[config.mk]
export PLATFORM = sky130hd
export DESIGN_NAME = writeback_unit_flat
export DESIGN_NICKNAME = d
export VERILOG_FILES = /design/src/rtl/writeback_unit_if.sv /design/src/rtl/writeback_unit.sv /design/src/flat_wrapper.sv
export SDC_FILE = /design/constraint.sdc
export NUM_CORES = 1
export LEC_CHECK = 0
export ABC_AREA = 1
export CAP_MARGIN = 40
export CORE_ASPECT_RATIO = 1.1
export CORE_MARGIN = 2
export CORE_UTILIZATION = 44
export DETAILED_ROUTE_END_ITERATION = 10
export GPL_ROUTABILITY_DRIVEN = 0
export PLACE_DENSITY_LB_ADDON = 0.2
export SYNTH_ARGS = -nofsm -noshare
export SYNTH_HDL_FRONTEND = slang
export SYNTH_SLANG_ARGS = --single-unit
export TNS_END_PERCENT = 30
[constraint.sdc]
create_clock -name clk -period 5.2 [get_ports clk]
set_input_delay 1.3 -clock clk [delete_from_list [all_inputs] [get_ports clk]]
set_output_delay 1.3 -clock clk [all_outputs]
set_load 0.01 [all_outputs]
[src/rtl/writeback_unit_if.sv]
// ---------------------------------------------------------------------------
// writeback_unit_if
// Bundles the instruction-retire handshake, data-memory read return and the
// register-file commit bus used by writeback_unit.
//   slave  : the writeback unit side (takes retire/memory inputs, drives commit)
//   master : the upstream/environment side
// Signals:
//   in_valid / in_ready                      retire handshake
//   RegWrite_in, MemtoReg_in,
//   Write_register_in, ALU_Result_in         retiring instruction fields
//   mem_rdata / mem_rvalid                   data-memory read return
//   RegWrite, MemtoReg, Write_register,
//   data, ALU_Result                         commit bus to the register file
//   busy, load_timeout                       status
// ---------------------------------------------------------------------------
interface writeback_unit_if #(
   parameter int DATA_W = 32,
   parameter int REG_AW = 5
);
   logic              in_valid;
   logic              in_ready;
   logic              RegWrite_in;
   logic              MemtoReg_in;
   logic [REG_AW-1:0] Write_register_in;
   logic [DATA_W-1:0] ALU_Result_in;
   logic [DATA_W-1:0] mem_rdata;
   logic              mem_rvalid;
   logic              RegWrite;
   logic              MemtoReg;
   logic [REG_AW-1:0] Write_register;
   logic [DATA_W-1:0] data;
   logic [DATA_W-1:0] ALU_Result;
   logic              busy;
   logic              load_timeout;

   modport slave (
      input  in_valid, RegWrite_in, MemtoReg_in, Write_register_in,
             ALU_Result_in, mem_rdata, mem_rvalid,
      output in_ready, RegWrite, MemtoReg, Write_register, data,
             ALU_Result, busy, load_timeout
   );

   modport master (
      output in_valid, RegWrite_in, MemtoReg_in, Write_register_in,
             ALU_Result_in, mem_rdata, mem_rvalid,
      input  in_ready, RegWrite, MemtoReg, Write_register, data,
             ALU_Result, busy, load_timeout
   );
endinterface

[src/rtl/writeback_unit.sv]
// ---------------------------------------------------------------------------
// writeback_unit
// Writeback stage feeding the register file. Accepts one retiring instruction
// (ALU result or load), waits for load data from a variable-latency memory
// with a bounded wait, then presents a one-cycle registered RegWrite commit.
// Ports:
//   clk    rising-edge clock
//   reset  asynchronous active-high reset
//   wb     writeback_unit_if.slave (retire handshake, memory return, commit bus)
// Optional build macro WB_PERF_CNT_EN adds:
//   retire_count     [31:0] commits plus silent retires
//   mem_stall_count  [31:0] cycles spent waiting on memory
// ---------------------------------------------------------------------------
module writeback_unit #(
   parameter int DATA_W      = 32,
   parameter int REG_AW      = 5,
   parameter int MEM_TIMEOUT = 15
) (
   input  logic                  clk,
   input  logic                  reset,
   writeback_unit_if.slave       wb
`ifdef WB_PERF_CNT_EN
   ,
   output logic [31:0]           retire_count,
   output logic [31:0]           mem_stall_count
`endif
);

   localparam int CNT_W = $clog2(MEM_TIMEOUT + 1);

   typedef enum logic [1:0] {
      IDLE,
      WAIT_MEM,
      COMMIT
   } state_t;

   state_t           state;
   state_t           next_state;
   logic [CNT_W-1:0] wait_cnt;

   logic silent_retire;
   logic cap_dest;
   logic cap_alu;
   logic cap_load;
   logic cnt_clear;
   logic cnt_inc;
   logic set_timeout;

   // State register; reset drops any pending write on the floor.
   always_ff @(posedge clk or posedge reset) begin
      if (reset) begin
         state <= IDLE;
      end else begin
         state <= next_state;
      end
   end

   // Next-state and capture-enable decode. A write to r0 is folded into the
   // silent-retire path because r0 can never be written. In WAIT_MEM an rvalid
   // on the final allowed cycle takes priority over abandoning the load.
   always_comb begin
      next_state    = state;
      silent_retire = 1'b0;
      cap_dest      = 1'b0;
      cap_alu       = 1'b0;
      cap_load      = 1'b0;
      cnt_clear     = 1'b0;
      cnt_inc       = 1'b0;
      set_timeout   = 1'b0;
      case (state)
         IDLE: begin
            if (wb.in_valid) begin
               if (!wb.RegWrite_in || (wb.Write_register_in == '0)) begin
                  silent_retire = 1'b1;
               end else if (!wb.MemtoReg_in) begin
                  cap_dest   = 1'b1;
                  cap_alu    = 1'b1;
                  next_state = COMMIT;
               end else if (wb.mem_rvalid) begin
                  cap_dest   = 1'b1;
                  cap_load   = 1'b1;
                  next_state = COMMIT;
               end else begin
                  cap_dest   = 1'b1;
                  cnt_clear  = 1'b1;
                  next_state = WAIT_MEM;
               end
            end
         end
         WAIT_MEM: begin
            if (wb.mem_rvalid) begin
               cap_load   = 1'b1;
               next_state = COMMIT;
            end else if (wait_cnt == CNT_W'(MEM_TIMEOUT - 1)) begin
               set_timeout = 1'b1;
               next_state  = IDLE;
            end else begin
               cnt_inc = 1'b1;
            end
         end
         COMMIT: begin
            next_state = IDLE;
         end
         default: begin
            next_state = IDLE;
         end
      endcase
   end

   // Commit bus and status registers. RegWrite is a registered copy of
   // "entering COMMIT", so it is high for exactly the COMMIT cycle and never
   // depends combinationally on inputs. The other commit fields only change on
   // capture so they hold between commits.
   always_ff @(posedge clk or posedge reset) begin
      if (reset) begin
         wb.RegWrite       <= 1'b0;
         wb.MemtoReg       <= 1'b0;
         wb.Write_register <= '0;
         wb.data           <= '0;
         wb.ALU_Result     <= '0;
         wb.load_timeout   <= 1'b0;
         wait_cnt          <= '0;
      end else begin
         wb.RegWrite <= (next_state == COMMIT);
         if (cap_dest) begin
            wb.Write_register <= wb.Write_register_in;
            wb.MemtoReg       <= wb.MemtoReg_in;
         end
         if (cap_alu) begin
            wb.ALU_Result <= wb.ALU_Result_in;
         end
         if (cap_load) begin
            wb.data <= wb.mem_rdata;
         end
         if (set_timeout) begin
            wb.load_timeout <= 1'b1;
         end
         if (cnt_clear) begin
            wait_cnt <= '0;
         end else if (cnt_inc) begin
            wait_cnt <= wait_cnt + 1'b1;
         end
      end
   end

   // Handshake and status are pure decodes of the state register.
   always_comb begin
      wb.in_ready = (state == IDLE);
      wb.busy     = (state != IDLE);
   end

`ifdef WB_PERF_CNT_EN
   // Free-running performance counters, wrapping naturally at 2^32.
   always_ff @(posedge clk or posedge reset) begin
      if (reset) begin
         retire_count    <= '0;
         mem_stall_count <= '0;
      end else begin
         if ((state == COMMIT) || silent_retire) begin
            retire_count <= retire_count + 32'd1;
         end
         if (state == WAIT_MEM) begin
            mem_stall_count <= mem_stall_count + 32'd1;
         end
      end
   end
`endif

endmodule

[src/flat_wrapper.sv]
// flat-port wrapper written by rule: the top's interface ports become plain ports
module writeback_unit_flat 
#(
   parameter int DATA_W      = 32,
   parameter int REG_AW      = 5,
   parameter int MEM_TIMEOUT = 15
)
  (clk, reset, wb_in_valid, wb_RegWrite_in, wb_MemtoReg_in, wb_Write_register_in, wb_ALU_Result_in, wb_mem_rdata, wb_mem_rvalid, wb_in_ready, wb_RegWrite, wb_MemtoReg, wb_Write_register, wb_data, wb_ALU_Result, wb_busy, wb_load_timeout);
  writeback_unit_if #(.DATA_W(DATA_W), .REG_AW(REG_AW)) wb_i ();
  input  logic clk;
  input  logic reset;
  input wire logic [$bits(wb_i.in_valid)-1:0] wb_in_valid;
  input wire logic [$bits(wb_i.RegWrite_in)-1:0] wb_RegWrite_in;
  input wire logic [$bits(wb_i.MemtoReg_in)-1:0] wb_MemtoReg_in;
  input wire logic [$bits(wb_i.Write_register_in)-1:0] wb_Write_register_in;
  input wire logic [$bits(wb_i.ALU_Result_in)-1:0] wb_ALU_Result_in;
  input wire logic [$bits(wb_i.mem_rdata)-1:0] wb_mem_rdata;
  input wire logic [$bits(wb_i.mem_rvalid)-1:0] wb_mem_rvalid;
  output wire logic [$bits(wb_i.in_ready)-1:0] wb_in_ready;
  output wire logic [$bits(wb_i.RegWrite)-1:0] wb_RegWrite;
  output wire logic [$bits(wb_i.MemtoReg)-1:0] wb_MemtoReg;
  output wire logic [$bits(wb_i.Write_register)-1:0] wb_Write_register;
  output wire logic [$bits(wb_i.data)-1:0] wb_data;
  output wire logic [$bits(wb_i.ALU_Result)-1:0] wb_ALU_Result;
  output wire logic [$bits(wb_i.busy)-1:0] wb_busy;
  output wire logic [$bits(wb_i.load_timeout)-1:0] wb_load_timeout;
  assign wb_i.in_valid = wb_in_valid;
  assign wb_i.RegWrite_in = wb_RegWrite_in;
  assign wb_i.MemtoReg_in = wb_MemtoReg_in;
  assign wb_i.Write_register_in = wb_Write_register_in;
  assign wb_i.ALU_Result_in = wb_ALU_Result_in;
  assign wb_i.mem_rdata = wb_mem_rdata;
  assign wb_i.mem_rvalid = wb_mem_rvalid;
  assign wb_in_ready = wb_i.in_ready;
  assign wb_RegWrite = wb_i.RegWrite;
  assign wb_MemtoReg = wb_i.MemtoReg;
  assign wb_Write_register = wb_i.Write_register;
  assign wb_data = wb_i.data;
  assign wb_ALU_Result = wb_i.ALU_Result;
  assign wb_busy = wb_i.busy;
  assign wb_load_timeout = wb_i.load_timeout;
  writeback_unit #(.DATA_W(DATA_W), .REG_AW(REG_AW), .MEM_TIMEOUT(MEM_TIMEOUT)) u_core (.clk(clk), .reset(reset), .wb(wb_i));
endmodule
==> results.cfg, run 1 <==
[clock_tree]
post-cts-setup-buffer-count = 0
clkTransAtPathRegs_ns = 0.08
root_buffer = clkbuf_8
clock-sinks = 78
clk_latency_ns = 0.34
cts_hold_repair.buffers = 0
cts_buffer_depth = 2
cts_resized = 0
cts-htree-levels = 3
numCtsBuffers = 9
cts_tree = yes

[yosys]
postSynthCellCount = 351
synth_warnings = 0
synth_mux_area_share_pct = 0
synth-edff-count = 0
synth_top_area_share_pct = 62.1
ys_seq_elements = 78
syn-num-nets = 428
yosys.area.top_type = dfrtp_1
synth_compound_area_share_pct = 0.956
async_flop_share_pct = 100
synth.most_common_cell = nand2_1
synthAdderAreaFrac_pct = 0.796
ys_top_cells_by_area = dfrtp_1 (62%), nand2_1 (22%), nand3_1 (5.7%)
synth_area_per_cell_um2 = 8.95
yosysSeqAreaShare_pct = 62.1
syn_area_um2 = 3140
synth-simple-area-share_pct = 30.9
synth_top_family_by_area = simple AND/OR/NAND/NOR gates
synth_flop_cell = dfrtp_1
ys_types = 18
ys_top_cells_by_count = nand2_1 (185), dfrtp_1 (78), nand3_1 (36)
synth-xor-area-share_pct = 0.558

[sta]
relSlewSlack_pct = 53.2
maxSlewViolCount = 0
rsz0062_at_grt = false
skew_ns = 0.00850
worst_pin_slew_ns = 0.701
finalCritPeriodShare_pct = 61.2
worst_slack_ns = 2.02
finalHoldViolCount = 0
max_freq_mhz = 314
min_period_ns = 3.18
final.setup.tns_ns = 0
setup_violations = 0

[power]
ir_drop_v = 0.000197
clkPwrFrac_pct = 25.4
powerDensity_nw_per_um2 = 422
switching_share_pct = 28.5
p_leak_nw = 2.41
p_int_mw = 1.48
p_comb_share_pct = 32.7
power_switching_uw = 590
p_seq_share_pct = 41.9

[placement]
post-place-cells = 572
place_area_um2 = 4670
dp_slack_ns = 1.61
dp_hpwl_um = 5940
numPortBuffers = 148

[grt]
grt_pass1_vias = 2776
grtUsageTotal_pct = 21.3
grt_pass1_wl_um = 13200
grt_start_max_net_pins = 37
antenna_found_initial = 0
grt_overflow = 0

[detailed_routing]
drc = 0
drt-wirelength-per-cell_um = 13.6
dr_total_vias = 2816
ant_nets = 0
routed_wl_um = 7990
dr.pass1.iters = 4
drt_iter0_markers = 123
vias_per_cell = 4.79

[finish]
final_core_util_pct = 70.3
regArea_um2 = 1950
multi_input_area_um2 = 1050
antennaDiodeCount = 0
final_cells = 588
area_growth_pct = 55.9
nFillCells = 552
nNetsFinal = 575
drive_gt1_share_pct = 5.57
postLayoutCellArea_um2 = 4900

[worst_setup_path]
cp_max_fo = 33
crit_required_ns = 5.42
rr_worst_depth = 8
worst_setup_path_end_kind = flop
worst_ep_arrival_time_ns = 3.40
start_kind = input port
crit_type = input port to flop

[floorplanning]
core-area_um2 = 6970
dieArea_um2 = 7830
initial_core_util_pct = 45.1
die_h_um = 92.6
die_x_um = 84.6
ios = 149
fp-row-count = 32

[flow_run]
drv_cap = 0

[hold_path]
whs_path_depth = 2
hp-class = flop to flop

[status]
run_status = complete, no violations
placed cells by master (no fill, tap or decap):
cell | netlist | routed
nand3_2 | 1 | 1
clkinv_2 | 0 | 2
inv_1 | 9 | 8
o21ai_0 | 3 | 3
buf_12 | 0 | 1
ha_1 | 2 | 2
nand2_4 | 1 | 1
clkdlybuf4s50_1 | 0 | 148
dfrtp_1 | 78 | 78
nor2_4 | 2 | 2
bufinv_16 | 0 | 3
nor2_2 | 0 | 1
o21bai_1 | 1 | 1
buf_4 | 3 | 2
nor2_1 | 9 | 8
nand2_2 | 3 | 3
clkbuf_1 | 0 | 3
clkbuf_8 | 0 | 9
inv_2 | 3 | 3
nand3_1 | 36 | 36
o31ai_1 | 1 | 1
nand2_1 | 185 | 185
xor2_1 | 2 | 2
final timing paths:
path	from	end	slack, ns
max	wb_in_valid	u_core.wb.data[2]	2.02
min	u_core.wb.load_timeout	u_core.wb.load_timeout	0.47
max reg2reg	u_core.state[0]	u_core.wb.data[2]	3.01
min reg2reg	u_core.wb.load_timeout	u_core.wb.load_timeout	0.47
max in group asynchronous	reset	u_core.wb.Write_register[4]	3.32
min in group asynchronous	reset	u_core.wb.data[10]	1.23
through the flow:
| step | hold slack, ns | total power, mW |
|---|---|---|
| 6_report | 0.468 | 2.07 |
| 5_1_grt | 0.484 | 2.19 |
| 4_1_cts | 0.473 | 2.09 |
| 3_5_place_dp | 0.455 | 1.56 |
| 3_3_place_gp | 0.450 | 1.54 |
| 2_1_floorplan | 0.503 | 1.12 |
registers in the layout, summed over array words and instances (netlist names):
register                  flops
u_core.wb.load_timeout        1
u_core.wb.MemtoReg            1
u_core.wb.ALU_Result         32
u_core.wb.Write_register      5
u_core.wb.RegWrite            1
u_core.wb.data               32
u_core.wait_cnt               4
u_core.state                  2
per-layer routing:
layer	vias to the layer above	track usage (%)	part of all wire, %
li1	1376	-	-
met1	1320	27.6	42
met2	110	33.3	48
met3	10	6.06	7.8
met4	0	9.39	1.9
met5	-	0	0
cells by family (layout without fill, tap and decap cells):
| group | count (synthesis) | count (layout) |
|---|---|---|
| and+or+nand+nor | 237 | 237 |
| xor gates and xnor gates | 2 | 2 |
| buffers and inverters | 27 | 179 |
| AOI/OAI and AO/OA | 5 | 5 |
| DFF | 78 | 78 |
| adders and majority gates | 2 | 2 |
critical path: stages:
cell,delay (ns)
clkdlybuf4s50_1,0.46
nand2_1,0.10
nor2_4,0.17
nand3_2,0.13
nand2_2,0.47
nand2_2,0.52
nand2_1,0.19
nand2_1,0.06
power groups by stage:
| stage | sequential (mW) | clock [mW] | combinational (mW) |
|---|---|---|---|
| after global placement | 0.873 | 0 | 0.670 |
| after global routing | 0.890 | 0.563 | 0.741 |
| after detailed placement | 0.876 | 0 | 0.687 |
| final | 0.867 | 0.525 | 0.677 |
| after floorplan | 0.946 | 0 | 0.177 |
| after CTS | 0.868 | 0.535 | 0.688 |
final cells by class:
class | instances | share of cell area, %
clock buffer | 12 | 2.76
clock inverter | 4 | 1.94
inverter | 12 | 0.945
multi-input combinational | 246 | 21.4
sequential | 78 | 39.9
tap | 85 | 2.17
timing repair buffer | 151 | 31.0
No activity file was read; power rests on OpenSTA's default activity.
==> inputs of run 2 (changes only) <==
CORE_UTILIZATION = 37   (was 44)
clock period = 2.74 ns   (was 5.2 ns; I/O delays follow)
==> results.cfg, run 2 (same netlist as run 1, synthesis figures left out) <==
[finish]
final_common_cell = nand2_1
reg_top3 = u_core.wb.ALU_Result x32, u_core.wb.data x32, u_core.wb.Write_register x5
area_growth_pct = 56.7
layout_common_cells = nand2_1 (185), clkdlybuf4s50_1 (148), dfrtp_1 (78), nand3_1 (36), clkbuf_8 (10)
nNetsFinal = 577
final_core_util_pct = 59.2
antennaDiodeCount = 0
final_cells = 616
drive_gt1_share_pct = 6.53

[sta]
relSlewSlack_pct = 61.2
rsz0062_at_grt = false
min_period_ns = 2.18
skew_ns = 0.00865
worst_pin_slew_ns = 0.580
setup_violations = 0
final.setup.tns_ns = 0
maxSlewViolCount = 0
max_freq_mhz = 459
finalHoldViolCount = 0
finalCritPeriodShare_pct = 79.5

[worst_setup_path]
crit_chain = inv_2 -> nand2_2 -> inv_1 -> clkdlybuf4s50_1
slowest_stage = clkdlybuf4s50_1
worst_setup_path_end_kind = primary output
max_stage_delay_ns = 0.53
crit_type = flop to primary output
cp_top_family = buffers and inverters
start_kind = flop
cp_max_fo = 3
crit_buf_inv = 3
worst_ep_arrival_time_ns = 1.49
crit_required_ns = 2.06

[detailed_routing]
dr.pass1.iters = 4
drc = 0
routed_wl_um = 7840
drt_iter0_markers = 141
ant_nets = 0
vias_per_cell = 4.49
dr_total_vias = 2764
drt-wirelength-per-cell_um = 12.7

[floorplanning]
core-area_um2 = 8320
dieArea_um2 = 9250
die_x_um = 91.9
ios = 149
fp-row-count = 35
die_h_um = 101
initial_core_util_pct = 37.8

[placement]
post-place-cells = 600
dp_hpwl_um = 5520
numPortBuffers = 148

[clock_tree]
clock-sinks = 78
cts_hold_repair.buffers = 0
cts_resized = 0
post-cts-setup-buffer-count = 0
cts_buffer_depth = 2
numCtsBuffers = 9
cts_tree = yes
cts-htree-levels = 3
clkTransAtPathRegs_ns = 0.08
clk_latency_ns = 0.34
root_buffer = clkbuf_8

[grt]
grtUsageTotal_pct = 17.7
grt_pass1_vias = 2741
grt_start_max_net_pins = 35
grt_pass1_wl_um = 13000
antenna_found_initial = 0
grt_overflow = 0

[power]
p_leak_nw = 2.41
total_power_mw = 3.79
powerDensity_nw_per_um2 = 770
ir_drop_v = 0.000380

[hold_path]
hp-class = flop to flop

[flow_run]
drv_cap = 0

[status]
run_status = complete, no violations
==> run 2: layer usage <==
metal / up-vias / GRT usage (%) / wire, um
li1: 1380 / - / -
met1: 1274 / 23.2 / 3490
met2: 105 / 26.8 / 3560
met3: 5 / 6.36 / 713
met4: 0 / 7.58 / 75
met5: - / 0 / 0
==> run 2: area by class of cell <==
| class | instances | area (um2) |
|---|---|---|
| Multi-Input combinational cell | 246 | 1050 |
| Tap cell | 111 | 139 |
| Clock inverter | 6 | 70.1 |
| Fill cell | 749 | 3400 |
| Inverter | 12 | 46.3 |
| Timing Repair Buffer | 153 | 1530 |
| Sequential cell | 78 | 1950 |
| Clock buffer | 10 | 138 |
==> run 2: worst min-delay path, stage by stage (launching register included) <==
cell	delay, ns
dfrtp_1	0.35
nand2_1	0.05
nand2_1	0.05
==> run 2: metrics by stage <==
step / hold WS [ns] / instance area, um2 / worst slack [ns]
floorplan: 0.503 / 3140 / 0.0600
global placement: 0.453 / 4710 / 0.432
detailed placement: 0.457 / 4710 / 0.383
CTS: 0.478 / 4920 / 0.530
global route: 0.504 / 4920 / 0.458
finish: 0.471 / 4920 / 0.562
==> run 2: power breakdown <==
part / switching (mW) / total [mW] / leakage, nW / internal, mW
registers: 0.172 / 1.64 / 0.978 / 1.46
clock network: 0.428 / 0.878 / 0.0951 / 0.450
logic: 0.540 / 1.28 / 1.33 / 0.737
total: 1.14 / 3.79 / 2.41 / 2.65
==> run 2: final timing paths <==
check | start | end | slack (ns) | cells past startpoint
setup / recovery | u_core.state[0] | wb_in_ready | 0.56 | 4
hold / removal | u_core.wb.ALU_Result[9] | u_core.wb.ALU_Result[9] | 0.47 | 2
setup reg to reg | u_core.state[0] | u_core.wb.data[29] | 1.13 | 8
hold reg to reg | u_core.wb.ALU_Result[9] | u_core.wb.ALU_Result[9] | 0.47 | 2
max in group asynchronous | reset | u_core.wb.ALU_Result[8] | 1.38 | 3
min in group asynchronous | reset | u_core.wb.data[13] | 0.71 | 2
